### src/rtl/mips_cpu_muldiv_pkg.sv
// Shared encodings for the MIPS HI/LO multiply/divide unit: operation codes,
// FSM states and small decode helpers.
package mips_cpu_muldiv_pkg;

  typedef enum logic [2:0] {
    MULT  = 3'd0,
    MULTU = 3'd1,
    DIV   = 3'd2,
    DIVU  = 3'd3,
    MTHI  = 3'd4,
    MTLO  = 3'd5
  } op_e;

  typedef enum logic [1:0] {
    IDLE = 2'd0,
    CALC = 2'd1,
    FIX  = 2'd2
  } state_e;

  function automatic logic is_signed_op(input op_e o);
    return (o == MULT) || (o == DIV);
  endfunction

  function automatic logic is_div_op(input op_e o);
    return (o == DIV) || (o == DIVU);
  endfunction

endpackage

### src/rtl/mips_cpu_muldiv_step.sv
// One radix-2 iteration on unsigned magnitudes: shift-add for multiply,
// restoring subtract for divide. Purely combinational.
module mips_cpu_muldiv_step #(
  parameter int WIDTH = 32
) (
  input  logic             is_div,
  input  logic [WIDTH-1:0] a_in,
  input  logic [WIDTH-1:0] q_in,
  input  logic [WIDTH-1:0] m_in,
  output logic [WIDTH-1:0] a_out,
  output logic [WIDTH-1:0] q_out
);

  logic [WIDTH:0]   sum;
  logic [WIDTH:0]   shifted;
  logic [WIDTH-1:0] diff;
  logic             ge;

  // The partial remainder stays below the divisor, so the trial difference
  // always fits in WIDTH bits whenever it is kept.
  always_comb begin
    sum     = {1'b0, a_in} + (q_in[0] ? {1'b0, m_in} : '0);
    shifted = {a_in, q_in[WIDTH-1]};
    ge      = shifted[WIDTH] | (shifted[WIDTH-1:0] >= m_in);
    diff    = shifted[WIDTH-1:0] - m_in;
    if (is_div) begin
      a_out = ge ? diff : shifted[WIDTH-1:0];
      q_out = {q_in[WIDTH-2:0], ge};
    end else begin
      a_out = sum[WIDTH:1];
      q_out = {sum[0], q_in[WIDTH-1:1]};
    end
  end

endmodule

### src/rtl/mips_cpu_muldiv.sv
// MIPS HI/LO multiply/divide unit with iterative datapath and sign fix-up.
// Define MIPS_CPU_MULDIV_FAST_MULT_EN for a single-cycle MULT/MULTU path.
module mips_cpu_muldiv
  import mips_cpu_muldiv_pkg::*;
#(
  parameter int WIDTH = 32
) (
  input  logic             clk,
  input  logic             reset_n,
  input  logic             start,
  input  logic [2:0]       op,
  input  logic [WIDTH-1:0] rs_content,
  input  logic [WIDTH-1:0] rt_content,
  output logic             busy,
  output logic             done,
  output logic             div_by_zero,
  output logic [WIDTH-1:0] hi,
  output logic [WIDTH-1:0] lo
);

  localparam int CNT_W = $clog2(WIDTH) + 1;
  localparam logic [CNT_W-1:0] LAST_STEP = CNT_W'(WIDTH - 1);

  state_e           state_q, state_d;
  op_e              op_q, op_d;
  logic [CNT_W-1:0] cnt_q, cnt_d;
  logic [WIDTH-1:0] rs_q, rs_d, rt_q, rt_d;
  logic [WIDTH-1:0] a_q, a_d, q_q, q_d, m_q, m_d;
  logic [WIDTH-1:0] hi_q, hi_d, lo_q, lo_d;
  logic             done_q, done_d, dbz_q, dbz_d;
  logic             launch;

  op_e              op_in;
  logic             is_div_q;
  logic [WIDTH-1:0] step_a, step_q;
  logic [2*WIDTH-1:0] prod_fix;
  logic [WIDTH-1:0] quot_fix, rem_fix;

  function automatic logic [WIDTH-1:0] mag(input logic [WIDTH-1:0] v);
    return v[WIDTH-1] ? -v : v;
  endfunction

  assign op_in    = op_e'(op);
  assign is_div_q = is_div_op(op_q);

  mips_cpu_muldiv_step #(.WIDTH(WIDTH)) u_step (
    .is_div (is_div_q),
    .a_in   (a_q),
    .q_in   (q_q),
    .m_in   (m_q),
    .a_out  (step_a),
    .q_out  (step_q)
  );

  // Magnitude results are re-signed here: quotient negative on differing
  // signs, remainder follows the dividend.
  assign prod_fix = ((op_q == MULT) && (rs_q[WIDTH-1] ^ rt_q[WIDTH-1]))
                    ? -{a_q, q_q} : {a_q, q_q};
  assign quot_fix = ((op_q == DIV) && (rs_q[WIDTH-1] ^ rt_q[WIDTH-1])) ? -q_q : q_q;
  assign rem_fix  = ((op_q == DIV) && rs_q[WIDTH-1]) ? -a_q : a_q;

`ifdef MIPS_CPU_MULDIV_FAST_MULT_EN
  logic [2*WIDTH-1:0] fast_prod;

  always_comb begin
    if (op_in == MULT)
      fast_prod = {{WIDTH{rs_content[WIDTH-1]}}, rs_content}
                * {{WIDTH{rt_content[WIDTH-1]}}, rt_content};
    else
      fast_prod = {{WIDTH{1'b0}}, rs_content} * {{WIDTH{1'b0}}, rt_content};
  end
`endif

  // NOTE: every variable gets a default at the top of the block, so no path
  // leaves one unassigned and no latch is inferred.
  always_comb begin
    state_d = state_q;
    op_d    = op_q;
    cnt_d   = cnt_q;
    rs_d    = rs_q;
    rt_d    = rt_q;
    a_d     = a_q;
    q_d     = q_q;
    m_d     = m_q;
    hi_d    = hi_q;
    lo_d    = lo_q;
    done_d  = 1'b0;
    dbz_d   = 1'b0;
    launch  = 1'b0;

    unique case (state_q)
      IDLE: begin
        if (start) begin
          case (op_in)
            MTHI:      hi_d = rs_content;
            MTLO:      lo_d = rs_content;
            DIV, DIVU: launch = 1'b1;
            MULT, MULTU: begin
`ifdef MIPS_CPU_MULDIV_FAST_MULT_EN
              {hi_d, lo_d} = fast_prod;
              done_d       = 1'b1;
`else
              launch = 1'b1;
`endif
            end
            default: ;
          endcase
        end
      end
      CALC: begin
        a_d   = step_a;
        q_d   = step_q;
        cnt_d = cnt_q + CNT_W'(1);
        if (cnt_q == LAST_STEP) state_d = FIX;
      end
      FIX: begin
        state_d = IDLE;
        done_d  = 1'b1;
        if (!is_div_q) begin
          {hi_d, lo_d} = prod_fix;
        end else if (rt_q == '0) begin
          lo_d  = '1;
          hi_d  = rs_q;
          dbz_d = 1'b1;
        end else begin
          lo_d = quot_fix;
          hi_d = rem_fix;
        end
      end
      default: state_d = IDLE;
    endcase

    if (launch) begin
      state_d = CALC;
      op_d    = op_in;
      rs_d    = rs_content;
      rt_d    = rt_content;
      cnt_d   = '0;
      a_d     = '0;
      q_d     = is_signed_op(op_in) ? mag(rs_content) : rs_content;
      m_d     = is_signed_op(op_in) ? mag(rt_content) : rt_content;
    end
  end

  // NOTE: state updates use non-blocking assignments so every flop samples
  // the values from before the edge.
  always_ff @(posedge clk or negedge reset_n) begin
    if (!reset_n) begin
      state_q <= IDLE;
      op_q    <= MULT;
      cnt_q   <= '0;
      rs_q    <= '0;
      rt_q    <= '0;
      a_q     <= '0;
      q_q     <= '0;
      m_q     <= '0;
      hi_q    <= '0;
      lo_q    <= '0;
      done_q  <= 1'b0;
      dbz_q   <= 1'b0;
    end else begin
      state_q <= state_d;
      op_q    <= op_d;
      cnt_q   <= cnt_d;
      rs_q    <= rs_d;
      rt_q    <= rt_d;
      a_q     <= a_d;
      q_q     <= q_d;
      m_q     <= m_d;
      hi_q    <= hi_d;
      lo_q    <= lo_d;
      done_q  <= done_d;
      dbz_q   <= dbz_d;
    end
  end

  assign busy        = (state_q != IDLE);
  assign done        = done_q;
  assign div_by_zero = dbz_q;
  assign hi          = hi_q;
  assign lo          = lo_q;

endmodule

### config.mk
export PLATFORM = sky130hd
export DESIGN_NAME = mips_cpu_muldiv
export DESIGN_NICKNAME = d
export VERILOG_FILES = /design/src/rtl/mips_cpu_muldiv_pkg.sv /design/src/rtl/mips_cpu_muldiv_step.sv /design/src/rtl/mips_cpu_muldiv.sv
export SDC_FILE = /design/constraint.sdc
export NUM_CORES = 1
export LEC_CHECK = 0
export BUFFER_PORTS_ARGS = -buffer_cell sky130_fd_sc_hd__buf_4
export CORE_MARGIN = 4
export CORE_UTILIZATION = 60
export CTS_CLUSTER_SIZE = 25
export DETAILED_ROUTE_END_ITERATION = 8
export GPL_ROUTABILITY_DRIVEN = 0
export PLACE_DENSITY = 0.83
export SYNTH_ARGS = -nofsm -noshare
export SYNTH_HDL_FRONTEND = slang
export SYNTH_SLANG_ARGS = --single-unit
### constraint.sdc
create_clock -name clk -period 4.2 [get_ports clk]
set_input_delay 0.42 -clock clk [delete_from_list [all_inputs] [get_ports clk]]
set_output_delay 0.42 -clock clk [all_outputs]
set_load 0.005 [all_outputs]
# Yosys cells after proc, flatten, opt, wreduce, memory -nomap -nowiden
# Index checks and enable logic that the tools add are counted.
[totals] register_bits=237 output_inout_bits=67 elab_cells=91
[classes] n_addsub=8 magnitude_cmp=1 eq_ne=15 muxes=37 n_bitwise=2 n_reduce_logical=16
[ops] cell="two-way mux 32 bit" count=22
[ops] cell="negation 32 bit" count=4
[ops] cell="case mux 32 bit (2 select lines)" count=2
[ops] cell="two-way mux 64 bit" count=1
[ops] cell="negation 64 bit" count=1
[ops] cell="adder 32 x 33 -> 33 bit" count=1
[ops] cell=">= comparator 32 bit" count=1
[ops] cell="logical NOT 32 bit" count=1
[ops] cell="subtractor 32 bit" count=1
[ops] cell="equality test 3 x 2 -> 1 bit (second input constant)" count=4
[ops] cell="two-way mux 6 bit" count=2
[ops] cell="two-way mux 1 bit" count=7
[ops] cell="adder 6 x 1 -> 6 bit (second input constant)" count=1
[ops] cell="equality test 3 bit (second input constant)" count=2
[ops] cell="equality test 6 x 5 -> 1 bit (second input constant)" count=1
[ops] cell="logical NOT 3 bit" count=2
[ops] cell="AND reduction 3 bit" count=2
[ops] cell="nonzero test 2 bit" count=3
[ops] cell="two-way mux 2 bit" count=2
[ops] cell="inequality test 2 x 1 -> 1 bit (second input constant)" count=2
[ops] cell="inequality test 2 bit (second input constant)" count=2
[ops] cell="case mux 2 bit (2 select lines)" count=1
[ops] cell="OR reduction 4 bit" count=1
[ops] cell="equality test 3 x 1 -> 1 bit (second input constant)" count=1
[ops] cell="9 further kinds" count=12

# Longest topological paths before layout
[depth] ltp_word=7 depth_mapped=15 ltp_nobuf=13

# By module
# Synthesis repeated with hierarchy kept, for this count alone.
[unflattened] hier_cells=2354 hier_area_um2=18225.0
[by_module_without_submodules] module="mips_cpu_muldiv" instances=1 cells_per_inst=1687 area_each_um2=13569.3 seq_area_each_um2=5905.7
[by_module_without_submodules] module="mips_cpu_muldiv_step" instances=1 cells_per_inst=667 area_each_um2=4655.7 seq_area_each_um2=0.0

# Least setup slack after synthesis
# No wires, ideal clock.
[synth_timing] kind="flip-flop to flip-flop" startpoint="register q_q[0]" endpoint="register a_q[24]" setup_ns=0.104 arrival_time_ns=3.258 t_required_ns=4.096 setup_slack_ns=0.838 stages_incl_launch_ff=15 n_path_buf=2 synth_period_minus_slack_ns=3.362 cell_sequence="dfrtp_1 -> clkbuf_1 -> inv_1 -> clkbuf_1 -> nor2_1 -> ha_1 -> a211oi_1 -> nor2_1 -> o2111a_1 -> a211oi_1 -> nor3_1 -> nor3_1 -> o21ai_0 -> xnor2_1 -> a221oi_1"
[synth_via] elab_chain_len=5
[synth_rtl] element="start: declaration" line="mips_cpu_muldiv.sv:28" text="logic [WIDTH-1:0] a_q, a_d, q_q, q_d, m_q, m_d;"
[synth_rtl] element="start signal: assignment" line="mips_cpu_muldiv.sv:168" text="q_q <= q_d;"
[synth_rtl] element="two-way mux 32 bit" line="mips_cpu_muldiv_step.sv:22" text="sum = {1'b0, a_in} + (q_in[0] ? {1'b0, m_in} : '0);"
[synth_rtl] element="adder 32 x 33 -> 33 bit" line="mips_cpu_muldiv_step.sv:22"
[synth_rtl] element="two-way mux 32 bit" line="mips_cpu_muldiv_step.sv:26" text="if (is_div) begin"
[synth_rtl] element="two-way mux 32 bit" line="mips_cpu_muldiv.sv:91" text="unique case (state_q)"
[synth_rtl] element="two-way mux 32 bit" line="mips_cpu_muldiv.sv:133" text="if (launch) begin"
[synth_rtl] element="end signal: assignment" line="mips_cpu_muldiv.sv:154" text="a_q <= '0;"
[synth_rtl] element="end signal: assignment" line="mips_cpu_muldiv.sv:167" text="a_q <= a_d;"
[synth_rtl] element="end: declaration" line="mips_cpu_muldiv.sv:28"
# Every way passes these cells. The select of a mux whose other input is x is not followed.
# A chain may end at the register's enable or synchronous reset.

# Worst setup path after layout
[layout_timing] startpoint="register q_q[0]" endpoint="register a_q[31]"
# The elaborated chain is that of the path after synthesis.

==> impl_summary.log <==
INFO  metric run_status = completed
INFO  metric whs_path_depth = 3
INFO  metric first_global_vias = 17.6k
INFO  metric unrepaired_setup_endpoints_after_global_routing = false
INFO  metric synth_cells = 2310
INFO  metric critPathLaunchType = flip-flop
INFO  metric syn_area = 0.0176 mm2
INFO  metric ctsRootBufferMaster = sky130_fd_sc_hd__clkbuf_16
INFO  metric cts_inserted_buffers = 27
INFO  metric clkSinkCount = 236
INFO  metric synth-seq-cells = 236
INFO  metric preCtsSetupSlack = 533 ps
INFO  metric fillCellCount = 2369
INFO  metric worstSetupPathType = flip-flop to flip-flop
INFO  metric ys_dominant_reg_cell = sky130_fd_sc_hd__dfrtp_1
INFO  metric initial_antenna_violation_count = 2
INFO  metric track_usage = 36.6%
INFO  metric holdCritPathClass = input port to flip-flop
INFO  metric finalCritPeriodShare = 90.1%
INFO  metric final_setup_violation_count = 0
INFO  metric ioPinCount = 137
INFO  metric max_slew.worst_pin.slew = 1270 ps
INFO  metric postRouteWirelength = 60100 um
INFO  metric die_width = 179 um
INFO  metric finalClockSkew = 13.3 ps
INFO  metric clkTransAtPathRegs = 60 ps
INFO  metric mostFrequentLayoutCell = sky130_fd_sc_hd__nand2_1
INFO  metric synth_seq_area_share = 33.6%
INFO  metric cts_setup_buffers = 0
INFO  metric drv_cap = 0
INFO  metric grt_pass1_wl = 93900 um
INFO  metric hold_viol_final = 0
INFO  metric cts.htree.levels = 1
INFO  metric post-route-drc-count = 0
INFO  metric core_area = 0.0288 mm2
INFO  metric dieHeight = 179 um
INFO  metric rrSetupSlack = 410 ps
INFO  metric totalNegativeSetupSlack = 0 ps
INFO  metric leakage = 8.84 nW
INFO  metric syn_avg_cell_area = 7.61 um2
INFO  metric syn2layout_area_growth = 12.5%
INFO  metric detailed_place_hpwl = 43100 um
INFO  metric grt_start_max_net_pins = 103
INFO  metric slew_headroom = 15.3%
INFO  metric synth_fp_nets = 2451
INFO  metric worstSetupEndpointType = flip-flop
INFO  metric drt_first_iter_violations = 2571
INFO  metric postLayoutSetupSlackWorst = 415 ps
INFO  metric drt-pass1-iter-count = 8
INFO  metric clock_latency_on_the_worst_skew_pair = 560 ps
INFO  metric layout_common_cells = 447 x sky130_fd_sc_hd__nand2_1, 236 x sky130_fd_sc_hd__dfrtp_1, 183 x sky130_fd_sc_hd__nor2_1, 181 x sky130_fd_sc_hd__a21oi_1, 171 x sky130_fd_sc_hd__buf_4
INFO  metric endpoint_required_time_on_the_critical_path = 4630 ps
INFO  metric synth_edf_count = 0
INFO  metric slew_violations = 0
INFO  metric max-vdd-ir-drop = 545 uV
INFO  metric vias_per_cell = 6.70
INFO  metric total_congestion_overflow = 0
INFO  metric power_per_cell_area = 903 mW/mm2
INFO  metric number_of_warning_messages_in_the_yosys_log = 0
INFO  metric critical_path.max_fanout = 13
INFO  metric reg2reg_depth = 13
INFO  metric clock.fmax = 264 MHz
INFO  metric wl_per_cell = 21.7 um
INFO  metric async_flop_share = 100%
INFO  metric critical_path_arrival = 4210 ps
INFO  metric fin_nets = 2503
INFO  metric cts.path.max_buffers = 3
INFO  metric final_layout_size_suffix_gt1_share = 10.8%
INFO  metric synth.distinct_cells = 77
INFO  metric finalCriticalPeriod = 3790 ps
INFO  metric final_ant_viol_nets = 0
INFO  metric design.die.area = 0.0321 mm2
INFO  metric cts_tree = yes
INFO  metric vias = 18.5k
INFO  metric initial_core_util = 61.1%
INFO  metric cts.repair.resized = 0
INFO  metric place.port_buffers = 136
INFO  metric fp-row-count = 62
-- final timing paths --
kind,to,start
setup / recovery,a_q[31],q_q[0]
hold / removal,op_q[1],op[1]
setup reg to reg,a_q[31],q_q[0]
hold reg to reg,rt_q[5],rt_q[5]
max in group asynchronous,m_q[11],reset_n
min in group asynchronous,q_q[20],reset_n
-- critical path, cell delays in order, from the launching register on --
cell	delay, ps
sky130_fd_sc_hd__dfrtp_1	490
sky130_fd_sc_hd__inv_1	380
sky130_fd_sc_hd__buf_4	250
sky130_fd_sc_hd__nor2_1	60
sky130_fd_sc_hd__ha_1	360
sky130_fd_sc_hd__a21oi_1	290
sky130_fd_sc_hd__o311a_1	220
sky130_fd_sc_hd__a211oi_1	50
sky130_fd_sc_hd__o31a_1	170
sky130_fd_sc_hd__o2111ai_1	340
sky130_fd_sc_hd__a31oi_1	190
sky130_fd_sc_hd__a2111oi_0	610
sky130_fd_sc_hd__o41a_1	190
sky130_fd_sc_hd__a31oi_1	40
-- where the power goes --
group / switching [mW] / internal, mW / leakage (nW)
logic: 6.46 / 4.31 / 5.47
registers: 1.28 / 3.40 / 2.93
clock network: 1.04 / 1.38 / 0.433
total: 8.78 / 9.09 / 8.84
-- logic make-up (layout without fill, tap and decap cells) --
| family | Yosys count | count (layout) | share of synthesized area (%) |
|---|---|---|---|
| AO/OA/AOI/OAI | 691 | 691 | 24.1 |
| XOR/XNOR | 175 | 175 | 8.71 |
| adder cells (fa/ha/maj) | 71 | 71 | 5.14 |
| buffers and inverters | 210 | 281 | 4.51 |
| flip-flops | 236 | 236 | 33.6 |
| multiplexers | 9 | 9 | 0.519 |
| other | 0 | 1 | 0 |
| AND/OR/NAND/NOR | 918 | 918 | 23.5 |
-- metrics by stage --
stage	std cells	hold WS [ps]	util (%)	cell area, um2	power, mW
after floorplan	2310	124	-	17600	11.8
after global placement	2716	459	65.6	18900	14.6
after detailed placement	2716	462	65.6	18900	15.0
after CTS	2765	70.1	68.7	19800	17.5
after global routing	2765	82.8	68.7	19800	19.1
final	2766	82.5	68.8	19800	17.9
-- state kept, by name, summed over array words and instances, names as in the netlist --
register,cells
a_q,32
cnt_q,6
div_by_zero,1
done,1
hi,32
lo,32
m_q,31
op_q,3
q_q,32
rs_q,32
rt_q,32
state_q,2
-- area by class of cell --
type	instances	area [um2]	share of cell area, %
Clock inverter	16	165	0.835
Inverter	58	218	1.10
Tap cell	384	480	2.43
Clock buffer	32	734	3.71
Timing Repair Buffer	175	1350	6.82
Antenna cell	1	2.50	0.0126
Multi-Input combinational cell	1864	10900	55.3
Sequential cell	236	5910	29.8
-- routing by layer --
metal / GRT usage, % / vias up / part of all wire, %
li1: - / 8288 / -
met3: 6.83 / 288 / 11
met1: 46.0 / 8678 / 37
met4: 23.0 / 4 / 7.8
met5: 0 / - / 0.088
met2: 58.4 / 1273 / 44
-- cell usage after synthesis, types with 27 or more instances --
| cell | number | area [um2] |
|---|---|---|
| sky130_fd_sc_hd__a21o_1 | 32 | 240 |
| sky130_fd_sc_hd__a21oi_1 | 181 | 906 |
| sky130_fd_sc_hd__clkbuf_1 | 133 | 499 |
| sky130_fd_sc_hd__dfrtp_1 | 236 | 5910 |
| sky130_fd_sc_hd__ha_1 | 69 | 863 |
| sky130_fd_sc_hd__inv_1 | 57 | 214 |
| sky130_fd_sc_hd__nand2_1 | 447 | 1680 |
| sky130_fd_sc_hd__nand3_1 | 48 | 240 |
| sky130_fd_sc_hd__nor2_1 | 184 | 691 |
| sky130_fd_sc_hd__nor3_1 | 69 | 345 |
| sky130_fd_sc_hd__nor4_1 | 27 | 169 |
| sky130_fd_sc_hd__o211ai_1 | 44 | 330 |
| sky130_fd_sc_hd__o21ai_0 | 168 | 841 |
| sky130_fd_sc_hd__o21ai_1 | 71 | 355 |
| sky130_fd_sc_hd__xnor2_1 | 90 | 788 |
| sky130_fd_sc_hd__xor2_1 | 85 | 744 |
-- what timing repair did --
item,in CTS,in global routing
hold endpoints to repair,99,0
endpoints found under the setup margin,0,0
hold buffers,1,0
Note: power is estimated with default switching activity, not from simulation.
